**src/rtl/muldiv_unit.sv**
```systemverilog
// Iterative multiply/divide unit with architectural HI/LO registers.
// Radix-2 shift-add multiply and restoring divide over WIDTH steps, then a sign-fix cycle.
module muldiv_unit #(
  parameter int unsigned WIDTH = 32
) (
  input  logic             clk,
  input  logic             rst,
  input  logic             SIG_MD_START,
  input  logic [1:0]       md_op,
  input  logic [WIDTH-1:0] src_a,
  input  logic [WIDTH-1:0] src_b,
  input  logic             SIG_HI_W,
  input  logic             SIG_LO_W,
  input  logic [WIDTH-1:0] data_write,
  output logic             busy,
  output logic             done,
  output logic [WIDTH-1:0] hi,
  output logic [WIDTH-1:0] lo
);

  localparam int unsigned CW = (WIDTH > 1) ? $clog2(WIDTH) : 1;
  localparam int unsigned AW = 2 * WIDTH;

  typedef enum logic [1:0] {
    S_IDLE = 2'd0,
    S_CALC = 2'd1,
    S_FIX  = 2'd2
  } state_t;

  state_t          r_state;
  state_t          w_state_nxt;
  logic [CW-1:0]   r_cnt;
  logic [AW-1:0]   r_acc;
  logic [WIDTH-1:0] r_b;
  logic            r_op_div;
  logic            r_neg_q;
  logic            r_neg_r;
  logic            r_busy;
  logic            r_done;
  logic [WIDTH-1:0] r_hi;
  logic [WIDTH-1:0] r_lo;

  logic            w_load;
  logic            w_step;
  logic            w_fix;
  logic            w_last;

  // Operand conditioning: signed ops work on magnitudes, signs re-applied in FIX
  logic             w_signed;
  logic             w_a_neg;
  logic             w_b_neg;
  logic [WIDTH-1:0] w_a_mag;
  logic [WIDTH-1:0] w_b_mag;

  assign w_signed = ~md_op[0];
  assign w_a_neg  = w_signed & src_a[WIDTH-1];
  assign w_b_neg  = w_signed & src_b[WIDTH-1];
  assign w_a_mag  = w_a_neg ? (-src_a) : src_a;
  assign w_b_mag  = w_b_neg ? (-src_b) : src_b;
  assign w_last   = (r_cnt == CW'(WIDTH - 1));

  // Accumulator holds {partial, multiplier} for mult and {remainder, quotient} for div
  logic [WIDTH:0]  w_mul_sum;
  logic [WIDTH:0]  w_div_shift;
  logic [WIDTH:0]  w_div_diff;
  logic            w_div_ok;
  logic [AW-1:0]   w_acc_step;

  assign w_mul_sum   = {1'b0, r_acc[AW-1:WIDTH]} + (r_acc[0] ? {1'b0, r_b} : {(WIDTH+1){1'b0}});
  assign w_div_shift = r_acc[AW-1:WIDTH-1];
  assign w_div_diff  = w_div_shift - {1'b0, r_b};
  assign w_div_ok    = ~w_div_diff[WIDTH];

  always_comb begin
    w_acc_step = {w_mul_sum, r_acc[WIDTH-1:1]};
    if (r_op_div) begin
      if (w_div_ok) begin
        w_acc_step = {w_div_diff[WIDTH-1:0], r_acc[WIDTH-2:0], 1'b1};
      end else begin
        w_acc_step = {w_div_shift[WIDTH-1:0], r_acc[WIDTH-2:0], 1'b0};
      end
    end
  end

  logic [AW-1:0]    w_prod;
  logic [WIDTH-1:0] w_quo;
  logic [WIDTH-1:0] w_rem;

  assign w_prod = r_neg_q ? (-r_acc) : r_acc;
  assign w_quo  = r_neg_q ? (-r_acc[WIDTH-1:0]) : r_acc[WIDTH-1:0];
  assign w_rem  = r_neg_r ? (-r_acc[AW-1:WIDTH]) : r_acc[AW-1:WIDTH];

  always_ff @(posedge clk or negedge rst) begin
    if (!rst) begin
      r_state <= S_IDLE;
    end else begin
      r_state <= w_state_nxt;
    end
  end

  always_comb begin
    w_state_nxt = r_state;
    w_load      = 1'b0;
    w_step      = 1'b0;
    w_fix       = 1'b0;
    case (r_state)
      S_IDLE: begin
        if (SIG_MD_START) begin
          w_load      = 1'b1;
          w_state_nxt = S_CALC;
        end
      end
      S_CALC: begin
        w_step = 1'b1;
        if (w_last) begin
          w_state_nxt = S_FIX;
        end
      end
      S_FIX: begin
        w_fix       = 1'b1;
        w_state_nxt = S_IDLE;
      end
      default: w_state_nxt = S_IDLE;
    endcase
  end

  // Datapath, status and HI/LO; MTHI/MTLO only land when idle and no start competes
  always_ff @(posedge clk or negedge rst) begin
    if (!rst) begin
      r_cnt    <= '0;
      r_acc    <= '0;
      r_b      <= '0;
      r_op_div <= 1'b0;
      r_neg_q  <= 1'b0;
      r_neg_r  <= 1'b0;
      r_busy   <= 1'b0;
      r_done   <= 1'b0;
      r_hi     <= '0;
      r_lo     <= '0;
    end else begin
      r_done <= w_fix;
      if (w_load) begin
        r_cnt    <= '0;
        r_op_div <= md_op[1];
        r_neg_q  <= w_a_neg ^ w_b_neg;
        r_neg_r  <= w_a_neg;
        r_busy   <= 1'b1;
        if (md_op[1]) begin
          r_acc <= {{WIDTH{1'b0}}, w_a_mag};
          r_b   <= w_b_mag;
        end else begin
          r_acc <= {{WIDTH{1'b0}}, w_b_mag};
          r_b   <= w_a_mag;
        end
      end
      if (w_step) begin
        r_acc <= w_acc_step;
        r_cnt <= r_cnt + CW'(1);
      end
      if (w_fix) begin
        r_busy <= 1'b0;
        if (r_op_div) begin
          r_hi <= w_rem;
          r_lo <= w_quo;
        end else begin
          r_hi <= w_prod[AW-1:WIDTH];
          r_lo <= w_prod[WIDTH-1:0];
        end
      end else if ((r_state == S_IDLE) && !SIG_MD_START) begin
        if (SIG_HI_W) begin
          r_hi <= data_write;
        end
        if (SIG_LO_W) begin
          r_lo <= data_write;
        end
      end
    end
  end

  assign busy = r_busy;
  assign done = r_done;
  assign hi   = r_hi;
  assign lo   = r_lo;

endmodule
```
**config.mk**
```make
export PLATFORM = sky130hd
export DESIGN_NAME = muldiv_unit
export DESIGN_NICKNAME = d
export VERILOG_FILES = /design/src/rtl/muldiv_unit.sv
export SDC_FILE = /design/constraint.sdc
export NUM_CORES = 1
export LEC_CHECK = 0
export ABC_CLOCK_PERIOD_IN_PS = 5800
export CAP_MARGIN = 20
export CORE_ASPECT_RATIO = 0.75
export CORE_MARGIN = 2
export CORE_UTILIZATION = 55
export DETAILED_ROUTE_END_ITERATION = 16
export PLACE_DENSITY = 0.78
export SYNTH_ARGS = -nofsm -noshare
export SYNTH_HDL_FRONTEND = slang
export SYNTH_SLANG_ARGS = --single-unit
```
**constraint.sdc**
```tcl
create_clock -name clk -period 5.8 [get_ports clk]
set_input_delay 1.16 -clock clk [delete_from_list [all_inputs] [get_ports clk]]
set_output_delay 1.16 -clock clk [all_outputs]
set_load 0.03 [all_outputs]
```
==> results.json <==
{
  "clkLatencyLatePin_ps": 450,
  "design.core.area_um2": 27000,
  "p_total_uw": 11300,
  "fin_nets": 2217,
  "clock_path_buffers": 2,
  "worstMarginPinSlew_ps": 1050,
  "synth_edf_count": 0,
  "rsz0062_at_grt": "no",
  "fin_ws_ps": 1490,
  "ant_nets": 0,
  "cts_setup_buffers": 0,
  "ctsHoldBuffers": 0,
  "routed_wirelength_mm": 52.9,
  "clock.fmax_mhz": 232,
  "multi_input_area_um2": 10100,
  "grt_usage_pct": 36.6,
  "reg2reg_to": "r_acc[63]",
  "syn_area_um2": 15100,
  "crit_path_end_kind": "flip-flop",
  "antenna_cells": 0,
  "area_delta_synth_final_pct": 16.2,
  "avgViaCountPerCell": 6.34,
  "hold_violations": 0,
  "n_fill_cell": 2376,
  "grt_pass1_wl_mm": 81.6,
  "cp-start-kind": "flip-flop",
  "clock_skew_ps": 16.7,
  "p_per_area_nw_per_um2": 646,
  "grt_pass1_vias": 14163,
  "synth_commonest_cells": "244 x nor2_1, 208 x nand2_1, 175 x a21oi_1",
  "cts_inserted_buffers": 17,
  "synth_nets": 2132,
  "first_pass_iters": 7,
  "timing.rr.start": "r_acc[0]",
  "drc_errors": 0,
  "async_flop_share_pct": 100,
  "cp.arrival_ps": 4660,
  "synthCells": 1957,
  "vias": 15261,
  "cp_max_fo": 31,
  "clockRootBuffer": "clkbuf_16",
  "ff2ff_setup_slack_ps": 1490,
  "p_leak_uw": 0.00757,
  "drive_above_1_share_pct": 4.77,
  "syn_area_per_cell_um2": 7.72,
  "synth_warnings": 0,
  "synth_most_common_cell": "nor2_1",
  "synthTopCellsByArea": "dfrtp_1 28%, nor2_1 6.1%, xnor2_1 5.9%, a21oi_1 5.8%, ha_1 5.8%",
  "cts_tree": "yes",
  "antenna_found_initial": 0,
  "yosysSeqAreaShare_pct": 28.5,
  "rows": 52,
  "ys_ff_latch": 172,
  "finalSetupViolations": 0,
  "r2r_cells": 13,
  "tns_ps": 0,
  "grt_max_degree": 117,
  "place_congestion": 0.975,
  "wl_per_cell_um": 22.0,
  "slew_headroom_pct": 29.5,
  "post_cts_resize_count": 0,
  "status": "completed",
  "crit_end": "r_acc[63]",
  "dp_hpwl_mm": 40.9,
  "min_period_ps": 4310,
  "io_pins": 169,
  "crit_path_start": "r_acc[0]",
  "port-buffer-count": 168,
  "die_w_um": 195,
  "initial_core_util_pct": 56.0,
  "maxSlewViolCount": 0,
  "cts_num_sinks": 172,
  "grt.overflow.total": 0,
  "fin_crit_sh_pct": 74.2,
  "synth_flop_cell": "dfrtp_1",
  "maxCapViolCount": 0,
  "clk_pin_slew_worst_paths_ps": 80,
  "synth_top_area_share_pct": 28.5,
  "worstHoldPathType": "reg2reg",
  "yosysTopAreaCell": "dfrtp_1",
  "place_ws_ps": 1330,
  "die_y_um": 148,
  "die_area_um2": 28800,
  "initialDrtViolationCount": 1477,
  "regArea_um2": 4310,
  "critPathKind": "reg2reg",
  "synthDistinctLibCells": 76,
  "htree_num_levels": 4,
  "vdd_drop_max_mv": 0.361,
  "required_ps": 6150
}
## flip-flops by register name, summed over array words and instances, names as in the netlist, 2 cells and up
signal   cells
r_cnt        5
r_acc       64
lo          32
r_b         32
hi          32
r_state      2
## per-stage QoR
| stage | std cells | utilization [%] | hold slack, ps | area [um2] |
|---|---|---|---|---|
| floorplan | 1957 | - | 449 | 15100 |
| global placement | 2371 | 62.6 | 461 | 16900 |
| detailed placement | 2372 | 62.7 | 466 | 16900 |
| CTS | 2404 | 64.9 | 484 | 17500 |
| global route | 2406 | 65.0 | 508 | 17600 |
| finish | 2406 | 65.0 | 483 | 17600 |
## critical path, cell delays in order (launching register included)
cell and delay, ps:
dfrtp_1 480, inv_1 140, buf_4 360, nor2_1 130, ha_1 360, nor2b_1 220, o2111ai_1 190, and4b_1 290
or4_1 570, nand4b_1 250, a311oi_1 170, o41ai_1 580, o311ai_0 250, a31oi_1 220
## kinds of logic (layout without fill, tap and decap cells)
| group | count (synthesis) | in the layout | synth area share, % |
|---|---|---|---|
| AO/OA/AOI/OAI | 625 | 625 | 25.8 |
| XOR/XNOR | 169 | 169 | 9.79 |
| adder cells (fa/ha/maj) | 72 | 72 | 6.06 |
| buffers and inverters | 189 | 287 | 4.73 |
| flip-flops | 172 | 172 | 28.5 |
| multiplexers | 79 | 79 | 5.34 |
| AND/OR/NAND/NOR | 651 | 651 | 19.8 |
## final cells by class
cell class | instances | area share (%)
multi-input cells | 1596 | 57.6
flip-flops and latches | 172 | 24.5
repair buffers | 184 | 10.5
well taps | 351 | 2.50
clock buffers | 17 | 2.42
inverters | 71 | 1.52
clock inverters | 15 | 0.947
## layout by cell type (no fill, tap or decap), types with 10 or more instances in the layout
master           instances
inv_1                   69
nor2b_1                 13
mux2i_1                 66
a31oi_1                 33
nand2b_1                10
clkbuf_16               17
xnor2_1                101
a21o_1                  48
a211oi_1                18
xor2_1                  68
a22oi_1                 26
o21ai_0                167
nand3_1                 21
o31ai_1                 34
mux2_2                  13
or3_1                   15
nor4_1                  13
o41ai_1                 10
dfrtp_1                171
and3_1                  11
nand4_1                 10
or4_1                   15
nand2_1                208
ha_1                    70
nor3_1                  33
o21a_1                  12
or2_2                   15
buf_4                   13
clkdlybuf4s50_1        166
nor2_1                 243
a21oi_1                175
## report_power, final
| part | internal, uW | switching, uW | leakage (uW) | total [uW] |
|---|---|---|---|---|
| sequential | 1780 | 905 | 0.00212 | 2690 |
| combinational | 3050 | 4440 | 0.00516 | 7490 |
| clock | 581 | 593 | 0.000289 | 1170 |
## worst min path at each step
stage | end | slack (ps) | startpoint | cells past startpoint
2_1_floorplan | r_cnt[3] | 450 | r_cnt[3] | 1
3_3_place_gp | lo[25] | 460 | lo[25] | 2
3_5_place_dp | hi[18] | 470 | hi[18] | 2
4_1_cts | hi[18] | 480 | hi[18] | 2
5_1_grt | lo[24] | 510 | lo[24] | 2
6_report | hi[18] | 480 | hi[18] | 2
## metal layers
| layer | global-route usage, % | share of wire, % |
|---|---|---|
| met1 | 53.7 | 46 |
| met2 | 52.3 | 40 |
| met4 | 10.7 | 2.7 |
| met5 | 0 | 0 |
| met3 | 10.3 | 11 |
No activity file was read; power rests on OpenSTA's default activity.
==> RTL edit 1, RTL diff (config.mk and constraints unchanged) <==
Put one more register stage on the output `lo`, cleared by the reset. The value now appears one clock later. The other outputs are not delayed to match.
--- a/src/rtl/muldiv_unit.sv
+++ b/src/rtl/muldiv_unit.sv
@@ -182,3 +182,9 @@
   assign hi   = r_hi;
-  assign lo   = r_lo;
+  always_ff @(posedge clk or negedge rst) begin
+    if (!rst) begin
+      lo <= '0;
+    end else begin
+      lo <= r_lo;
+    end
+  end
 
Check against the original RTL: not equivalent (Yosys sat finds a counterexample within 4 cycles, from zero or initial values and one cycle with rst low).
==> RTL edit 1 against the original RTL <==
Sequential cell count increased by 32; worst setup slack improved by 0.089 ns; synthesized area increased by 5.5%; total power increased by 4.8%; fmax increased by 2.1%; cell area increased by 5.7%; routed wire length increased by 2.4%; sequential share of layout area increased by 3.0 points; critical path type unchanged; largest power group unchanged.
==> RTL edit 1: results (changes against the original RTL) <==
Status = finished clean
Fraction of registers with async set or reset after synthesis = 1.00 (unchanged)
GPL Wtd Cong = 0.975 (about the same)
Final setup fails = 0 (unchanged)
Clk buf depth = 3 (+1)
Sequential cell area fraction in the yosys report = 0.320 (+0.0354)
Port Buffers = 168 (unchanged)
Worst hold path type = reg2reg
Relative slew margins = 0.316 (+0.0210)
Largest net degree at the start of global routing = 106 (-9.4%)
Tot GR Track Use = 0.355 (-0.0115)
1st-iter DRT viols = 2,046 (+39%)
Layout cells sized above 1 = 0.0431 (-0.00462)
Initial antenna violation count = 0 (unchanged)
Max reg flops = 64 (unchanged)
Crit path max-delay cell type = o311ai_0
Top delay family on crit path = compound AO/OA/AOI/OAI gates
Post-DP HPWL = 41,600 µm (+1.8%)
Final hold slack = 0.375 ns (-0.108 ns)
Routed wire length = 54,200 µm (+2.4%)
Clk Latency, worst-skew pair = 0.54 ns (+0.09 ns)
Clock buffer count from CTS = 23 (+6)
CP peak stage delay = 0.61 ns (+0.03 ns)
Antenna diodes = 0 (unchanged)
Post-Syn Nets = 2,188 (+2.6%)
FILL cells = 2,453 (+3.2%)
Reg2Reg Setup Slack = 1.58 ns (+0.09 ns)
Fin Clk Skew = 0.0251 ns (+0.00836 ns)
Nets@finish = 2,276 (+2.7%)
Cell internal pwr = 0.00596 W (+10%)
Data arrival time of the critical path = 4.60 ns (-0.06 ns)
Post-CTS setup buffer count = 0 (unchanged)
Hold_buf cts = 0 (unchanged)
Gates resized, CTS repair = 0 (unchanged)
Top cells by instance count after synthesis = nor2_1, a21oi_1, nand2_1
Worst Reg-to-Reg Cells = 13 (unchanged)
CP Max Fanout = 16 (-48%)
Root Buffer Master = clkbuf_16
Drt via density = 6.33 (-0.24%)
Synth top area cells = dfrtp_1, a21oi_1, xnor2_1
Pre-antenna DRT Iters = 6 (-1)
Distinct cells, synth = 79 (+3.9%)
Hold path cells = 0 (-2)
Register bank with the most flops = r_acc
Primary FF master, synth = dfrtp_1
Vias in the first global route = 14,400 (+1.5%)
Static Leak = 7.86 nW (+3.8%)
First-pass GRT wire length = 84,100 µm (+3.1%)
H-tree depth = 1 (-3)
Peak VDD IR = 0.000281 V (-22%)
==> RTL edit 1: cell count changes in the layout (fill, tap and decap cells not counted), moves of 11 or more <==
cell	unedited run	this run
a21oi_1	175	210
dfrtp_1	171	203
o21ai_0	167	182
a21o_1	48	34
a31oi_1	33	19
nor2_1	243	256
o31ai_1	34	47
nand3_1	21	32
==> RTL edit 1: final timing paths <==
| check | from | to |
|---|---|---|
| max in group asynchronous | rst | r_op_div |
| worst min register to register | r_lo[2] | lo[2] |
| worst max register to register | r_acc[0] | r_acc[62] |
| min in group asynchronous | rst | done |
| worst min-delay path | r_lo[2] | lo[2] |
| worst max-delay path | r_acc[0] | r_acc[62] |
==> RTL edit 1: power by group through the flow <==
stage | logic, W | registers, W | clock network, W
floorplan | 0.00503 | 0.00295 | 0
global placement | 0.00715 | 0.00294 | 0
detailed placement | 0.00724 | 0.00297 | 0
CTS | 0.00730 | 0.00294 | 0.00146
global route | 0.00809 | 0.00305 | 0.00151
finish | 0.00745 | 0.00298 | 0.00145
==> RTL edit 1: worst register-to-register path, cell delays in order (launching register included) <==
cell       delay (ns)
dfrtp_1          0.38
inv_1            0.54
nor2_1           0.13
ha_1             0.35
o21ai_0          0.21
o21bai_1         0.14
o311ai_0         0.61
buf_4            0.25
nand2_1          0.10
a31oi_1          0.44
a31oi_1          0.26
mux2i_1          0.16
a2111oi_0        0.41
a211oi_1         0.09
==> RTL edit 1: through the flow <==
stage | setup slack (ns) | instances | instance area [µm²]
6_report | 1.58 | 2498 | 18600
3_5_place_dp | 1.67 | 2459 | 17800
4_1_cts | 1.83 | 2496 | 18500
5_1_grt | 1.52 | 2498 | 18600
2_1_floorplan | 2.55 | 2013 | 15900
3_3_place_gp | 1.73 | 2459 | 17800
==> RTL edit 1: routing by layer <==
metal / wire [µm] / GRT usage / part of all wire
met5: 0 / 0 / 0
met4: 1580 / 0.0967 / 0.029
met3: 5480 / 0.0729 / 0.10
met2: 22200 / 0.522 / 0.41
met1: 24900 / 0.528 / 0.46
==> RTL edit 1: cells by family (layout without fill, tap and decap cells) <==
family                   after synthesis  after routing  synth area share
XOR/XNOR                             174            174            0.0960
buffers and inverters                187            287            0.0446
adder cells (fa/ha/maj)               72             72            0.0574
AND/OR/NAND/NOR                      655            655             0.187
flip-flops                           204            204             0.320
multiplexers                          69             69            0.0436
AO/OA/AOI/OAI                        652            652             0.251
==> RTL edit 1: cell type report <==
type,count,share of cell area
flip-flops and latches,204,0.275
inverters,63,0.0127
repair buffers,187,0.100
well taps,385,0.0259
multi-input cells,1622,0.547
clock inverters,8,0.00566
clock buffers,29,0.0333
==> RTL edit 2, RTL diff (same settings) <==
Made on the original files. The parameter `WIDTH` goes from 32 to 16.
--- a/src/rtl/muldiv_unit.sv
+++ b/src/rtl/muldiv_unit.sv
@@ -3,3 +3,3 @@
 module muldiv_unit #(
-  parameter int unsigned WIDTH = 32
+  parameter int unsigned WIDTH = 16
 ) (
Interface: changed (5 resized); port bits go from 169 to 89. The function was not compared with the original's and may differ.
==> RTL edit 2 against the original RTL <==
Synthesized area decreased by 51%; critical path depth decreased by 3; highest routed layer unchanged; clock skew decreased by 0.0076 ns; via count decreased by 54%; synthesized cell count decreased by 53%; worst setup slack improved by 0.91 ns; cell area decreased by 50%; routed wire length decreased by 60%; total power decreased by 50%; first-iteration DRC count decreased by 60%; critical path type unchanged; sequential cell count decreased by 81.
==> RTL edit 2: results (changes against the original RTL) <==
Register bank with the most flops = r_acc
Largest net degree at the start of global routing = 55 (-53%)
Pre-antenna DRT Iters = 5 (-2)
Area after DPL = 8460 µm² (-50%)
H-tree depth = 3 (-1)
Sequential cell area fraction in the yosys report = 0.304 (+0.0197)
Post-Syn Nets = 1,019 (-52%)
Status = finished clean
Fin Clk Skew = 0.00910 ns (-0.00759 ns)
Synth top area cells = dfrtp_1, o21ai_0, ha_1
Root Buffer Master = clkbuf_16
1st-iter DRT viols = 590 (-60%)
Clk buf depth = 2 (unchanged)
Clk Latency, worst-skew pair = 0.35 ns (-0.10 ns)
Via count = 7,047 (-54%)
Reg-to-Reg Start = r_acc[16]
Syn. warnings = 0 (unchanged)
WHS Endpoint = r_b[12]
Distinct cells, synth = 63 (-17%)
FILL cells = 1,161 (-51%)
Switch share = 0.495 (-0.0280)
Data arrival time of the critical path = 3.65 ns (-1.01 ns)
Peak VDD IR = 0.000384 V (+6.5%)
Top cells by instance count after synthesis = nand2_1, o21ai_0, dfrtp_1
Gates resized, CTS repair = 0 (unchanged)
Antenna diodes = 0 (unchanged)
Tot GR Track Use = 0.291 (-0.0748)
CP peak stage delay = 0.53 ns (-0.05 ns)
Layout cells sized above 1 = 0.0456 (-0.00205)
Relative slew margins = 0.304 (+0.00820)
Vias in the first global route = 6,400 (-55%)
CP Max Fanout = 14 (-55%)
Routed wire length = 21,100 µm (-60%)
GPL Wtd Cong = 0.957 (-1.9%)
First-pass GRT wire length = 34,000 µm (-58%)
Primary FF master, synth = dfrtp_1
Clk pin slew, worst setup/hold paths = 0.07 ns
Post-CTS setup buffer count = 0 (unchanged)
Hold_sp = r_b[12]
Static Leak = 3.57 nW (-53%)
Initial antenna violation count = 0 (unchanged)
Worst Reg-to-Reg Cells = 10 (-3)
Post-route cell area = 8760 µm² (-50%)
Post-DP HPWL = 15,800 µm (-61%)
Hold path cells = 2 (unchanged)
Top delay family on crit path = compound AO/OA/AOI/OAI gates
Fraction of registers with async set or reset after synthesis = 1.00 (unchanged)
Port Buffers = 88 (-48%)
Clock buffer count from CTS = 9 (-8)
Reg2Reg Setup Slack = 2.41 ns (+0.91 ns)
Max reg flops = 32 (-50%)
Critical R2R Capture = r_acc[16]
Nets@finish = 1,075 (-52%)
Crit path max-delay cell type = dfrtp_1
Worst hold path type = reg2reg
RTL edit 2: kinds of logic (layout without fill, tap and decap cells):
group,after synthesis,in the layout,share of synthesized area
muxes,53,53,0.0728
xor gates and xnor gates,78,78,0.0913
AOI/OAI and AO/OA,286,286,0.232
adders and majority gates,39,39,0.0672
and+or+nand+nor,291,291,0.186
DFF,91,91,0.304
buffers and inverters,87,148,0.0455
RTL edit 2: power groups by stage:
stage | sequential, W | combinational, W | clock, W
after floorplan | 0.00141 | 0.00258 | 0
after global placement | 0.00132 | 0.00358 | 0
after detailed placement | 0.00134 | 0.00367 | 0
after CTS | 0.00133 | 0.00370 | 0.000597
after global routing | 0.00139 | 0.00411 | 0.000623
final | 0.00135 | 0.00373 | 0.000590
RTL edit 2: layout make-up:
class	count	area share
repair buffers	95	0.109
flip-flops and latches	91	0.260
clock inverters	6	0.00657
well taps	171	0.0244
inverters	37	0.0159
clock buffers	10	0.0273
multi-input cells	747	0.557
RTL edit 2: stage by stage:
stage,worst slack (ns),power [W],hold slack [ns],cells
after floorplan,3.17,0.00399,0.450,925
after detailed placement,2.40,0.00501,0.474,1141
after global routing,2.20,0.00613,0.520,1157
after global placement,2.25,0.00490,0.465,1139
after CTS,2.44,0.00562,0.490,1157
final,2.41,0.00567,0.491,1157
RTL edit 2: worst max-delay path by stage:
stage	start	to	slack, ns	cells past startpoint
after global routing	r_acc[16]	r_acc[16]	2.20	10
after CTS	r_acc[15]	r_acc[16]	2.44	11
after detailed placement	SIG_MD_START	hi[11]	2.40	6
after global placement	r_acc[15]	r_acc[16]	2.25	10
final	r_acc[16]	r_acc[16]	2.41	10
after floorplan	r_acc[15]	r_acc[30]	3.17	12
RTL edit 2: routing by layer:
metal | part of all wire | vias up | track usage
li1 | - | 3430 | -
met1 | 0.47 | 3339 | 0.431
met2 | 0.43 | 253 | 0.444
met3 | 0.082 | 25 | 0.0573
met4 | 0.013 | 0 | 0.0628
met5 | 0 | - | 0
RTL edit 2: worst register-to-register path, cell delays in order (launching register included):
cell and delay [ns]:
dfrtp_1 0.53, inv_1 0.14, fa_1 0.50, nand2b_1 0.19
a21oi_1 0.24, o21ai_0 0.19, o21ai_1 0.23, xor2_2 0.53
buf_8 0.25, mux2_1 0.35, o221ai_1 0.16
